## src/rtl/pc_unit_pkg.sv

```systemverilog
// pc_unit_pkg: shared vectors, FSM state encodings and next-PC select codes for pc_unit
package pc_unit_pkg;

    localparam logic [31:0] DEF_RESET_VEC = 32'hBFC00000;
    localparam logic [31:0] DEF_EXC_VEC   = 32'hBFC00180;

    typedef enum logic [1:0] {RUN, PEND_BR, PEND_EXC, PEND_NULL} state_t;

    typedef enum logic [2:0] {SEL_SEQ, SEL_BR, SEL_JMP, SEL_EXC, SEL_PEND} sel_t;

    function automatic logic [31:0] word_align(input logic [31:0] a);
        return {a[31:2], 2'b00};
    endfunction

endpackage

```

## src/rtl/pc_unit_if.sv

```systemverilog
// pc_unit_if: fetch-control bus between the pipeline (master) and pc_unit (slave)
interface pc_unit_if;
    logic        Stall;
    logic        BrValid;
    logic        BrTaken;
    logic [31:0] BrTarget;
    logic        JmpValid;
    logic [31:0] JmpTarget;
    logic        ExcReq;
    logic        BrLikely;
    logic [31:0] PC;
    logic [31:0] PCplus4;
    logic        SquashIF;
    logic        SquashID;
    logic        Pending;

    modport master (
        output Stall, BrValid, BrTaken, BrTarget, JmpValid, JmpTarget, ExcReq, BrLikely,
        input  PC, PCplus4, SquashIF, SquashID, Pending
    );

    modport slave (
        input  Stall, BrValid, BrTaken, BrTarget, JmpValid, JmpTarget, ExcReq, BrLikely,
        output PC, PCplus4, SquashIF, SquashID, Pending
    );
endinterface

```

## src/rtl/pc_unit_nextsel.sv

```systemverilog
// pc_nextsel: combinational next-PC mux and squash decode; BRANCH_LIKELY_EN enables delay-slot nullify
module pc_nextsel
    import pc_unit_pkg::*;
#(
    parameter logic [31:0] EXC_VEC = DEF_EXC_VEC
) (
    input  state_t      state,
    input  logic        stall,
    input  logic        exc,
    input  logic        br_valid,
    input  logic        br_taken,
    input  logic        br_likely,
    input  logic        jmp_valid,
    input  logic [31:0] pc,
    input  logic [31:0] br_target,
    input  logic [31:0] jmp_target,
    input  logic [31:0] pend_tgt,
    output logic        br_hit,
    output logic        null_hit,
    output logic [31:0] next_pc,
    output logic        squash_if,
    output logic        squash_id
);
    sel_t sel;

    // pick the redirect source by priority: exception, held redirect, branch, jump, sequential
    always_comb begin
        br_hit = br_valid & br_taken;
`ifdef BRANCH_LIKELY_EN
        null_hit = br_valid & ~br_taken & br_likely;
`else
        null_hit = br_likely & 1'b0;
`endif
        sel = (exc || state == PEND_EXC) ? SEL_EXC :
              state == PEND_BR   ? SEL_PEND :
              state == PEND_NULL ? SEL_SEQ :
              br_hit             ? SEL_BR :
              jmp_valid          ? SEL_JMP : SEL_SEQ;
        next_pc = sel == SEL_EXC  ? EXC_VEC :
                  sel == SEL_PEND ? pend_tgt :
                  sel == SEL_BR   ? word_align(br_target) :
                  sel == SEL_JMP  ? word_align(jmp_target) : pc + 32'd4;
        squash_if = !stall && (sel == SEL_EXC || sel == SEL_PEND || sel == SEL_BR);
        squash_id = !stall && (sel == SEL_EXC || state == PEND_NULL ||
                               (state == RUN && sel == SEL_SEQ && null_hit));
    end
endmodule

```

## src/rtl/pc_unit.sv

```systemverilog
// pc_unit: architectural PC, redirect FSM holding branch/exception redirects across stalls (BRANCH_LIKELY_EN adds PEND_NULL)
module pc_unit
    import pc_unit_pkg::*;
#(
    parameter logic [31:0] RESET_VEC = DEF_RESET_VEC,
    parameter logic [31:0] EXC_VEC   = DEF_EXC_VEC
) (
    input logic       clk,
    input logic       reset,
    pc_unit_if.slave  bus
);
    logic [31:0] pc, pend_tgt, next_pc;
    logic        pending, br_hit, null_hit;
    state_t      state, stall_state;

    pc_nextsel #(.EXC_VEC(EXC_VEC)) u_nextsel (
        .state      (state),
        .stall      (bus.Stall),
        .exc        (bus.ExcReq),
        .br_valid   (bus.BrValid),
        .br_taken   (bus.BrTaken),
        .br_likely  (bus.BrLikely),
        .jmp_valid  (bus.JmpValid),
        .pc         (pc),
        .br_target  (bus.BrTarget),
        .jmp_target (bus.JmpTarget),
        .pend_tgt   (pend_tgt),
        .br_hit     (br_hit),
        .null_hit   (null_hit),
        .next_pc    (next_pc),
        .squash_if  (bus.SquashIF),
        .squash_id  (bus.SquashID)
    );

    // state to park in while stalled; an exception overrides any held redirect, jumps are re-presented by ID
    always_comb begin
        stall_state = bus.ExcReq ? PEND_EXC :
                      state != RUN ? state :
                      br_hit ? PEND_BR :
                      null_hit ? PEND_NULL : RUN;
    end

    // PC register and redirect FSM; any unstalled cycle consumes the pending redirect
    always_ff @(posedge clk or posedge reset) begin
        if (reset) begin
            pc       <= RESET_VEC;
            pend_tgt <= '0;
            state    <= RUN;
            pending  <= 1'b0;
        end else if (!bus.Stall) begin
            pc      <= next_pc;
            state   <= RUN;
            pending <= 1'b0;
        end else begin
            if (state == RUN && br_hit && !bus.ExcReq) pend_tgt <= word_align(bus.BrTarget);
            state   <= stall_state;
            pending <= stall_state != RUN;
        end
    end

    assign bus.PC      = pc;
    assign bus.PCplus4 = pc + 32'd4;
    assign bus.Pending = pending;
endmodule

```

## src/flat_wrapper.sv

```systemverilog
// flat-port wrapper written by rule: the top's interface ports become plain ports
module pc_unit_flat import pc_unit_pkg::*;
#(
    parameter logic [31:0] RESET_VEC = DEF_RESET_VEC,
    parameter logic [31:0] EXC_VEC   = DEF_EXC_VEC
)
  (clk, reset, bus_Stall, bus_BrValid, bus_BrTaken, bus_BrTarget, bus_JmpValid, bus_JmpTarget, bus_ExcReq, bus_BrLikely, bus_PC, bus_PCplus4, bus_SquashIF, bus_SquashID, bus_Pending);
  pc_unit_if bus_i ();
  input logic clk;
  input logic reset;
  input wire logic [$bits(bus_i.Stall)-1:0] bus_Stall;
  input wire logic [$bits(bus_i.BrValid)-1:0] bus_BrValid;
  input wire logic [$bits(bus_i.BrTaken)-1:0] bus_BrTaken;
  input wire logic [$bits(bus_i.BrTarget)-1:0] bus_BrTarget;
  input wire logic [$bits(bus_i.JmpValid)-1:0] bus_JmpValid;
  input wire logic [$bits(bus_i.JmpTarget)-1:0] bus_JmpTarget;
  input wire logic [$bits(bus_i.ExcReq)-1:0] bus_ExcReq;
  input wire logic [$bits(bus_i.BrLikely)-1:0] bus_BrLikely;
  output wire logic [$bits(bus_i.PC)-1:0] bus_PC;
  output wire logic [$bits(bus_i.PCplus4)-1:0] bus_PCplus4;
  output wire logic [$bits(bus_i.SquashIF)-1:0] bus_SquashIF;
  output wire logic [$bits(bus_i.SquashID)-1:0] bus_SquashID;
  output wire logic [$bits(bus_i.Pending)-1:0] bus_Pending;
  assign bus_i.Stall = bus_Stall;
  assign bus_i.BrValid = bus_BrValid;
  assign bus_i.BrTaken = bus_BrTaken;
  assign bus_i.BrTarget = bus_BrTarget;
  assign bus_i.JmpValid = bus_JmpValid;
  assign bus_i.JmpTarget = bus_JmpTarget;
  assign bus_i.ExcReq = bus_ExcReq;
  assign bus_i.BrLikely = bus_BrLikely;
  assign bus_PC = bus_i.PC;
  assign bus_PCplus4 = bus_i.PCplus4;
  assign bus_SquashIF = bus_i.SquashIF;
  assign bus_SquashID = bus_i.SquashID;
  assign bus_Pending = bus_i.Pending;
  pc_unit #(.RESET_VEC(RESET_VEC), .EXC_VEC(EXC_VEC)) u_core (.clk(clk), .reset(reset), .bus(bus_i));
endmodule
```

## config.mk

```make
export PLATFORM = sky130hd
export DESIGN_NAME = pc_unit_flat
export DESIGN_NICKNAME = d
export VERILOG_FILES = /design/src/rtl/pc_unit_pkg.sv /design/src/rtl/pc_unit_if.sv /design/src/rtl/pc_unit_nextsel.sv /design/src/rtl/pc_unit.sv /design/src/flat_wrapper.sv
export SDC_FILE = /design/constraint.sdc
export NUM_CORES = 1
export LEC_CHECK = 0
export CAP_MARGIN = 20
export CORE_MARGIN = 5
export CORE_UTILIZATION = 30
export DETAILED_ROUTE_END_ITERATION = 10
export DONT_BUFFER_PORTS = 1
export RECOVER_POWER = 25
export SYNTH_ARGS = -nofsm -noshare
export SYNTH_HDL_FRONTEND = slang
export SYNTH_HIERARCHICAL = 1
export SYNTH_SLANG_ARGS = --single-unit
```

## constraint.sdc

```tcl
create_clock -name clk -period 2.75 [get_ports clk]
set_clock_uncertainty 0.2 [all_clocks]
set_input_delay 0.1375 -clock clk [delete_from_list [all_inputs] [get_ports clk]]
set_output_delay 0.1375 -clock clk [all_outputs]
set_load 0.02 [all_outputs]
```

==> impl_summary.md, run 1 <==
Place
Prior to clock tree synthesis, the placed netlist has a worst setup slack of slightly above 0.2 ns. The placer congestion estimate is 0.817. The number of buffer cells added on primary ports is 0. The final HPWL from detailed placement is ~12 mm.

Route
For this run, design rule violations remaining after detail routing come to 0. The via-per-instance ratio is approximately 5.2. After detailed routing, the average wire length per cell comes to between 15 and 20 um. The routed design has roughly 16 mm of wire. The first detailed-routing pass ran for 5 iterations. The via count is about 4300. The remaining number of nets flagged by the antenna check after routing is 0. The first routing iteration left ~370 violations.

Timing
The final number of max-transition violations is 0. The worst slew margin relative to its limit is approximately 10%. The post-route setup TNS is 0 ns.

At the pin with the least slew margin, the transition time is roughly 1.3 ns. Setup repair after global routing left no endpoint under its margin. The top achievable clock speed is about 390 MHz.

The worst-case setup margin in the final layout is 0.169 ns. The count of endpoints failing hold in the final timing report is 0. The final critical-path share of the clock period is roughly 94%.

Setup violations remaining at the end of the flow were counted as 0. The clock period could shrink to about 2.6 ns.

Die
The placement row count is 46. The horizontal die dimension is 136 um. During I/O placement, the number of pins put on the boundary was around 140. The vertical die dimension is ~140 um. The floorplan die area is roughly 0.018 sq mm. The initial core utilization is a little under a third. The core region is between 0.015 and 0.02 sq mm.

Finish
The number of filler instances in the final layout is ~1600. The repair_antennas step left the layout with diodes totalling 0. The area of the multi-input gates is ~0.003 sq mm.

The library cells used most frequently in the layout, excluding fill and tap cells, are sky130_fd_sc_hd__buf_4 (64), sky130_fd_sc_hd__dfrtp_1 (55), sky130_fd_sc_hd__nand2_1 (44). Across the whole layout, storage elements account for ~0.0016 sq mm. The relative area change from synthesis to final layout is 28.9%. For this run, the post-layout net count is between 600 and 700. Leaving out fill and tap cells, the most frequent cell in the layout is sky130_fd_sc_hd__buf_4. The share of layout cells above drive strength 1 is approximately 28%.

Hold path
The path class of the tightest hold or removal check is input port to flop.

Logic synthesis
The count of yosys warnings during synthesis is 6. The distinct cell type count after synthesis is just under 60. The fraction of synthesis flops using an asynchronous set or reset pin is 100%. The synthesized cell area is 0.00475 sq mm. Of the synthesized area, sequential elements account for 34.5%. Summed over all instances, the cell type with the most area after synthesis is sky130_fd_sc_hd__dfrtp_1.

By area the synthesized netlist is led by sky130_fd_sc_hd__dfrtp_1 (30%), sky130_fd_sc_hd__mux2_4 (9.5%), sky130_fd_sc_hd__mux2_2 (7.6%). The number of enable flip-flop cells after synthesis is 0. Summed over its instances, the top area cell type makes up between 20 and 30% of the synthesized netlist area. The dominant register cell in the synthesized netlist is sky130_fd_sc_hd__dfrtp_1. A synthesized cell averages 9.33 sq um. The synthesized instance count is approximately 500. After synthesis the netlist holds a flip-flop and latch count of 65.

Pwr
The power density over the cells is between 500 and 600 mW/mm^2. The peak supply drop is 0.334 mV. For this design the static power due to leakage is about 2.6 nW.

Setup path
The type of element launching the critical path is a flop. The worst-path maximum fanout is 8. The data arrival time of the critical path is 2.24 ns.

The number of buffers and inverters on the critical path is 2. The endpoint required time on the critical path is around 2.4 ns. The element type at the critical path end is an output pin. The signal on the critical path passes through ha_1 > nand3_1 > nor2_2 > buf_4 > nand3_1 > xnor2_1 > buf_4. The type of the setup path with the least slack is flop to output pin. The cell type of the slowest stage on the worst timing path is sky130_fd_sc_hd__dfrtp_1. The stage delay of the slowest cell on the critical path is 0.48 ns. The cell family contributing the most delay on the critical path is simple AND/OR/NAND/NOR gates.

Clocking
TritonCTS built the clock tree. The insertion delay to the later sink of the worst-skew pair is 0.33 ns. For this design, the sink count on the clock tree is between 60 and 70.

The total setup buffers inserted after CTS is 0. Clock-pin slew was measured on the worst setup and hold paths at 0.05 ns. The deepest level of the CTS H-tree is 3.

TritonCTS created 9 clock buffers. The cell sitting at the root of the clock tree is a sky130_fd_sc_hd__clkbuf_16. Counting along the longest clock path gives a buffer depth of 2.

Global routing
The first global-routing pass estimated 25.2 mm of wire. Entering global routing, the biggest net connects 35 pins. The via count of the first global-routing pass is 4391. The total overflow left after global routing is 0.

The number of antenna violations at the first check in global routing is 0. In the global route stage, overall resource usage came out at 17.6%.

Outcome
The run finished with clean final reports.

Run
The max-cap violation count is 0.
[cells by family (layout without fill, tap and decap cells)]
group                      count (synthesis)  count (layout)  share of synthesized area, %
and+or+nand+nor                          180             180                          19.8
AOI/OAI and AO/OA                        105             105                          13.1
DFF                                       65              65                          34.5
muxes                                     63              63                          17.3
xor gates and xnor gates                  56              56                          10.3
buffers and inverters                     36             129                          4.29
adders and majority gates                  2               2                         0.527
other                                      2               3                         0.158
[timing repair]
item                                   4_1_cts  5_1_grt
hold buffers                                42        0
setup endpoints to repair                    0        9
endpoints found under the hold margin       87        0
gates resized for setup                      0        4
[through the flow]
step	util, %	hold slack [ns]	total power, mW	instances	cell area, sq um
floorplan	-	0.0860	1.80	510	4750
global placement	34.2	-0.0209	2.01	761	5380
detailed placement	34.2	-0.0138	2.03	761	5380
CTS	38.9	0.000519	3.33	819	6110
global route	39.0	0.0200	3.45	819	6120
finish	39.0	0.0124	3.30	819	6120
[worst min-delay path, stage by stage]
cell and delay (ns):
sky130_fd_sc_hd__a22oi_1 0.06, sky130_fd_sc_hd__a31oi_1 0.16, sky130_fd_sc_hd__mux2_2 0.15
[state kept, by name, indices dropped and copies added, names as in the netlist]
name and cells:
u_core/bus.PC 32, u_core/pend_tgt 30, u_core/bus.Pending 1, u_core/state 2
[Yosys cell counts, drive strengths merged, types with 4 or more instances]
| master | number |
|---|---|
| a211oi | 6 |
| a21oi | 39 |
| a22oi | 5 |
| a31oi | 6 |
| and2 | 4 |
| and3 | 6 |
| and4 | 5 |
| buf | 16 |
| clkbuf | 16 |
| dfrtp | 56 |
| dfstp | 9 |
| inv | 4 |
| mux2 | 62 |
| nand2 | 45 |
| nand3 | 28 |
| nand4 | 19 |
| nor2 | 42 |
| nor3 | 9 |
| nor4 | 4 |
| o21ai | 31 |
| xnor2 | 38 |
| xor2 | 18 |
[power by group]
part / internal, mW / switching, mW / total (mW)
sequential: 1.12 / 0.127 / 1.25
clock: 0.792 / 0.416 / 1.21
combinational: 0.423 / 0.421 / 0.844
total: 2.34 / 0.964 / 3.30
[cell type report]
class                   count  share of cell area (%)
multi-input cells         409                    48.0
inverters                   4                   0.245
well taps                 216                    4.41
clock buffers              12                    3.86
clock inverters             4                    1.14
repair buffers            109                    15.6
flip-flops and latches     65                    26.8
[routing by layer]
metal	up-vias	track usage [%]	wire length, um
li1	2013	-	-
met1	2090	22.1	6850
met2	152	28.5	7710
met3	21	6.44	1530
met4	0	4.87	245
met5	-	0	0
[path summary, 6_finish.rpt]
kind,startpoint,end,slack (ns),cells past startpoint
min,bus_JmpTarget[25],u_core/bus.PC[25],0.01,3
min in group asynchronous,reset,u_core/bus.Pending,0.45,2
max in group asynchronous,reset,u_core/bus.PC[2],1.05,3
max,u_core/bus.PC[3],bus_PCplus4[30],0.17,7
min reg2reg,u_core/pend_tgt[13],u_core/pend_tgt[13],0.31,1
max reg2reg,u_core/bus.PC[3],u_core/bus.PC[22],0.23,9
Power figures use the tool's default switching activity.
==> inputs of run 2 (changes only) <==
--- a/config.mk
+++ b/config.mk
@@ -5,6 +5,7 @@
 export SDC_FILE = /design/constraint.sdc
 export NUM_CORES = 1
 export LEC_CHECK = 0
+export ABC_AREA = 1
 export CAP_MARGIN = 20
 export CORE_MARGIN = 5
 export CORE_UTILIZATION = 30
==> run 2 against run 1 <==
Critical endpoint is now u_core/bus.PC[15]. Total power is 5.5% lower. Synthesized cell count is 79% higher. Final cell count is 47% higher. Sequential share of layout area is 2.1 points lower. Via count is 38% higher. Critical path depth is 5 higher. Setup slack better by 0.023 ns. Fmax is 0.90% higher. Area after synthesis is 17% higher. First-iteration DRC count is 12% higher. Register-to-register slack worse by 0.04 ns.
==> impl_summary.md, run 2 <==
Pwr
The reported leakage power is 3.28 nW (+26%). The peak supply drop was 0.276 mV (-17%). The power density over the cells is 469 mW/mm^2 (-13%).

The total power consumption of the routed design was 3.12 mW (-5.5%).

Setup path
The dominant delay contributor by cell family on the critical path is buffers and inverters. The number of buffer and inverter instances along the worst setup path was 2 (unchanged). In this design, the critical path's most frequently occurring cell is sky130_fd_sc_hd__nand2_1. The endpoint required time on the critical path is 2.77 ns (+0.36 ns). The worst setup path is captured at a flop.

In this run the critical register-to-register path is captured at u_core/bus.PC[15]. The stage delay of the slowest cell on the critical path is 0.55 ns (+0.07 ns). The slowest stage of the critical path is the sky130_fd_sc_hd__dlygate4sd3_1 cell. The data arrival time of the critical path was 2.58 ns (+0.34 ns). The logic depth of the worst path, buffers included is 12 (+5). The number of cells traversed by the worst register-to-register path was 12 (+3). The critical path endpoint is u_core/bus.PC[15].

The reg2reg setup slack came to 0.19 ns (-0.04 ns). The worst-path maximum fanout is 5 (-3). STA classifies the critical path startpoint as a flop. The critical path starts at u_core/bus.PC[12]. The signal on the critical path passes through buf_4 > nand2_1 > nor2_1 > nand2_1 > nor2_4 > xnor2_1 > nand2_1 > a21oi_1 > dlygate4sd3_1 > nor2_1 > nand2_1 > nand2_1. In this run the critical register-to-register path is launched from u_core/bus.PC[12].

The setup path with the least slack is of type flop to flop.

Place
The final HPWL from detailed placement is 15.2 mm (+29%). The number of buffer cells added on primary ports is 0 (unchanged). The worst-case setup slack after placement was 0.519 ns (+0.317 ns). The placer congestion estimate came to 0.912 (+12%).

Global routing
The number of antenna violations at the first check in global routing was 2 (+2). The remaining global-route overflow is 0 (unchanged). The via count of the first global-routing pass is 5728 (+30%). The wire length of the first global-routing pass is 31.6 mm (+25%). The overall global routing resource usage is 18.5% (+0.89 points). The pin count of the biggest net entering global routing was 47 (+34%).

Finish
Leaving out fill and tap cells, the most frequent cell in the layout is sky130_fd_sc_hd__nand2_1. The library cells used most frequently in the layout, excluding fill and tap cells, are sky130_fd_sc_hd__nand2_1 (369), sky130_fd_sc_hd__inv_1 (100), sky130_fd_sc_hd__nor2_1 (88). The flip-flop count of the largest register, all copies and words added is 32 (unchanged).

The share of layout cells above drive strength 1 was 11.0% (-17 points). The number of antenna cells inserted is 0 (unchanged). The area growth from synthesis to layout is 20.1%. The final net count was 1048 (+56%).

Timing
The count of endpoints failing hold in the final timing report is 0 (unchanged). The post-layout minimum cycle time is 2.56 ns (-0.0230 ns). The final critical-path share of the clock period is 93.0% (-0.84 points).

The final number of max-transition violations is 0 (unchanged). The post-route setup TNS was 0 ns (unchanged). The worst slew margin relative to its limit is 14.9% (+4.6 points). Setup repair after global routing left no endpoint under its margin.

The worst hold slack across all endpoints is 0.0105 ns (-0.00194 ns). The worst-case setup margin in the final layout is 0.192 ns (+0.0230 ns). The count of endpoints failing setup in the final report is 0 (unchanged). The actual transition at the worst max-transition pin was 1.28 ns (-0.0686 ns). The top achievable clock speed is 391 MHz (+0.90%).

Clocking
The clock tree root driver cell is sky130_fd_sc_hd__clkbuf_16. The insertion delay to the later sink of the worst-skew pair is 0.33 ns (about the same). The total setup buffers inserted after CTS was 0 (unchanged). The number of buffers on the longest clock path came to 2 (unchanged). The number of CTS-inserted buffers is 9 (unchanged). The deepest level of the CTS H-tree was 3 (unchanged). TritonCTS built the clock tree.

The number of clock sinks is 65 (unchanged). The clock transition time at the flip-flop clock pins of the worst setup and hold paths was 0.06 ns (about the same).

Logic synthesis
The post-synthesis sequential area ratio is 29.6% (-4.9 points). The synthesized cell area is 0.00554 sq mm (+17%). Ranked by instance count, the synthesized netlist is headed by sky130_fd_sc_hd__nand2_1 (369), sky130_fd_sc_hd__inv_1 (100), sky130_fd_sc_hd__nor2_1 (88), sky130_fd_sc_hd__o21ai_0 (77), sky130_fd_sc_hd__dfrtp_1 (56). In the post-synthesis netlist, the biggest area contributors are sky130_fd_sc_hd__dfrtp_1 (25%), sky130_fd_sc_hd__nand2_1 (25%), sky130_fd_sc_hd__o21ai_0 (7.0%).

sky130_fd_sc_hd__dfrtp_1 takes more of the synthesized area than any other cell. The distinct cell type count after synthesis is 38 (-34%). The average cell area after synthesis is 6.07 sq um (-35%). The area share of the leading cell type in the synthesized netlist is 25.3% (-4.2 points).

The synthesized instance count is 912 (+79%). The number of synthesized register bits is 65 (unchanged). The dominant register cell in the synthesized netlist is sky130_fd_sc_hd__dfrtp_1.

The number of enable flip-flop cells after synthesis is 0 (unchanged). The count of yosys warnings during synthesis is 6 (unchanged). The most repeated cell in the gate-level netlist after synthesis is sky130_fd_sc_hd__nand2_1.

The fraction of synthesis flops using an asynchronous set or reset pin came to 100% (unchanged).

Die
The top-level I/O count is 139 (unchanged). The vertical die dimension came to 146 um (+7.4%). The floorplan die area came to 0.0213 sq mm (+15%).

The horizontal die dimension came to 146 um (+7.4%). The placement row count came to 49 (+6.5%). The initial core utilization is 30.6% (+0.39 points).

The core area was 0.0181 sq mm (+15%).

Route
The via-per-instance ratio is 4.89 (-6.4%). The remaining number of nets flagged by the antenna check after routing was 0 (unchanged). The number of DRC markers after the initial detailed-route iteration is 411 (+12%).

The via count was 5905 (+38%). The detailed-routing iteration count for the pre-antenna-repair pass is 5 (unchanged). The wire length per cell after detailed routing came to 16.3 um (-18%). The remaining design rule violation count is 0 (unchanged).

The total routed wirelength is 19.6 mm (+20%).

Outcome
The flow ran to the end, and the final reports show no timing, DRC or antenna violations.

Hold path
The class of the tightest hold or removal check is input port to flop. The number of instances on the worst hold path was 5 (+2).

Run
The max-cap violation count came to 0 (unchanged).
run 2: cell count changes after synthesis, sizes merged, moves of 7 or more:
cell | before | now
nor3 | 9 | 1
o21ai | 31 | 88
nand4 | 19 | 6
xnor2 | 38 | 8
nand2 | 45 | 379
nor2 | 42 | 111
inv | 4 | 105
mux2 | 62 | 0
nand3b | 1 | 8
nand3 | 28 | 37
run 2: metal layers:
layer | vias up | global-route usage [%] | wire length [um]
li1 | 2943 | - | -
met1 | 2726 | 24.3 | 8820
met2 | 200 | 29.0 | 8720
met3 | 32 | 5.51 | 1530
met4 | 4 | 6.36 | 560
met5 | - | 0 | 21
run 2: cell type report:
cell class / count / area [sq um]
Fill cell: 1992 / 11400
Multi-Input combinational cell: 708 / 3330
Sequential cell: 65 / 1640
Timing Repair Buffer: 82 / 717
Inverter: 108 / 409
Tap cell: 229 / 287
Clock buffer: 11 / 233
Clock inverter: 5 / 32.5
run 2: tightest hold or removal path, delay by kind of cell:
family,cells,cell delay [ns]
AND/OR/NAND/NOR,4,0.25
AO/OA/AOI/OAI,1,0.13
run 2: per-stage QoR:
stage	std cells	area (sq um)	util, %
2_1_floorplan	913	5540	-
3_3_place_gp	1152	5980	33.1
3_5_place_dp	1152	5980	33.1
4_1_cts	1208	6650	36.8
5_1_grt	1208	6650	36.8
6_report	1208	6650	36.8
run 2: timing repair:
action	4_1_cts	5_1_grt
endpoints found under the setup margin	0	6
hold buffers	40	0
endpoints found under the hold margin	83	0
resized for setup	0	6
run 2: worst min path at each step:
| stage | start | end | slack [ns] |
|---|---|---|---|
| 5_1_grt | bus_BrTarget[29] | u_core/bus.PC[29] | 0.05 |
| 3_3_place_gp | reset | u_core/pend_tgt[4] | -0.04 |
| 6_report | bus_JmpTarget[13] | u_core/bus.PC[13] | 0.01 |
| 3_5_place_dp | reset | u_core/pend_tgt[4] | -0.03 |
| 4_1_cts | bus_BrTarget[6] | u_core/bus.PC[6] | 0.008 |
| 2_1_floorplan | bus_Stall | u_core/bus.PC[0] | 0.05 |
run 2: cells by family (layout without fill, tap and decap cells):
| family | after synthesis | in the layout | share of synthesized area [%] |
|---|---|---|---|
| buffers and inverters | 140 | 206 | 10.4 |
| DFF | 65 | 65 | 29.6 |
| xor gates and xnor gates | 29 | 29 | 4.72 |
| adders and majority gates | 2 | 2 | 0.452 |
| other | 2 | 3 | 0.136 |
| and+or+nand+nor | 547 | 547 | 42.7 |
| AOI/OAI and AO/OA | 127 | 127 | 12.0 |
run 2: power by group:
group / internal [mW] / total, mW / switching (mW)
logic: 0.287 / 0.842 / 0.555
registers: 1.12 / 1.24 / 0.126
clock network: 0.607 / 1.04 / 0.430
total: 2.01 / 3.12 / 1.11
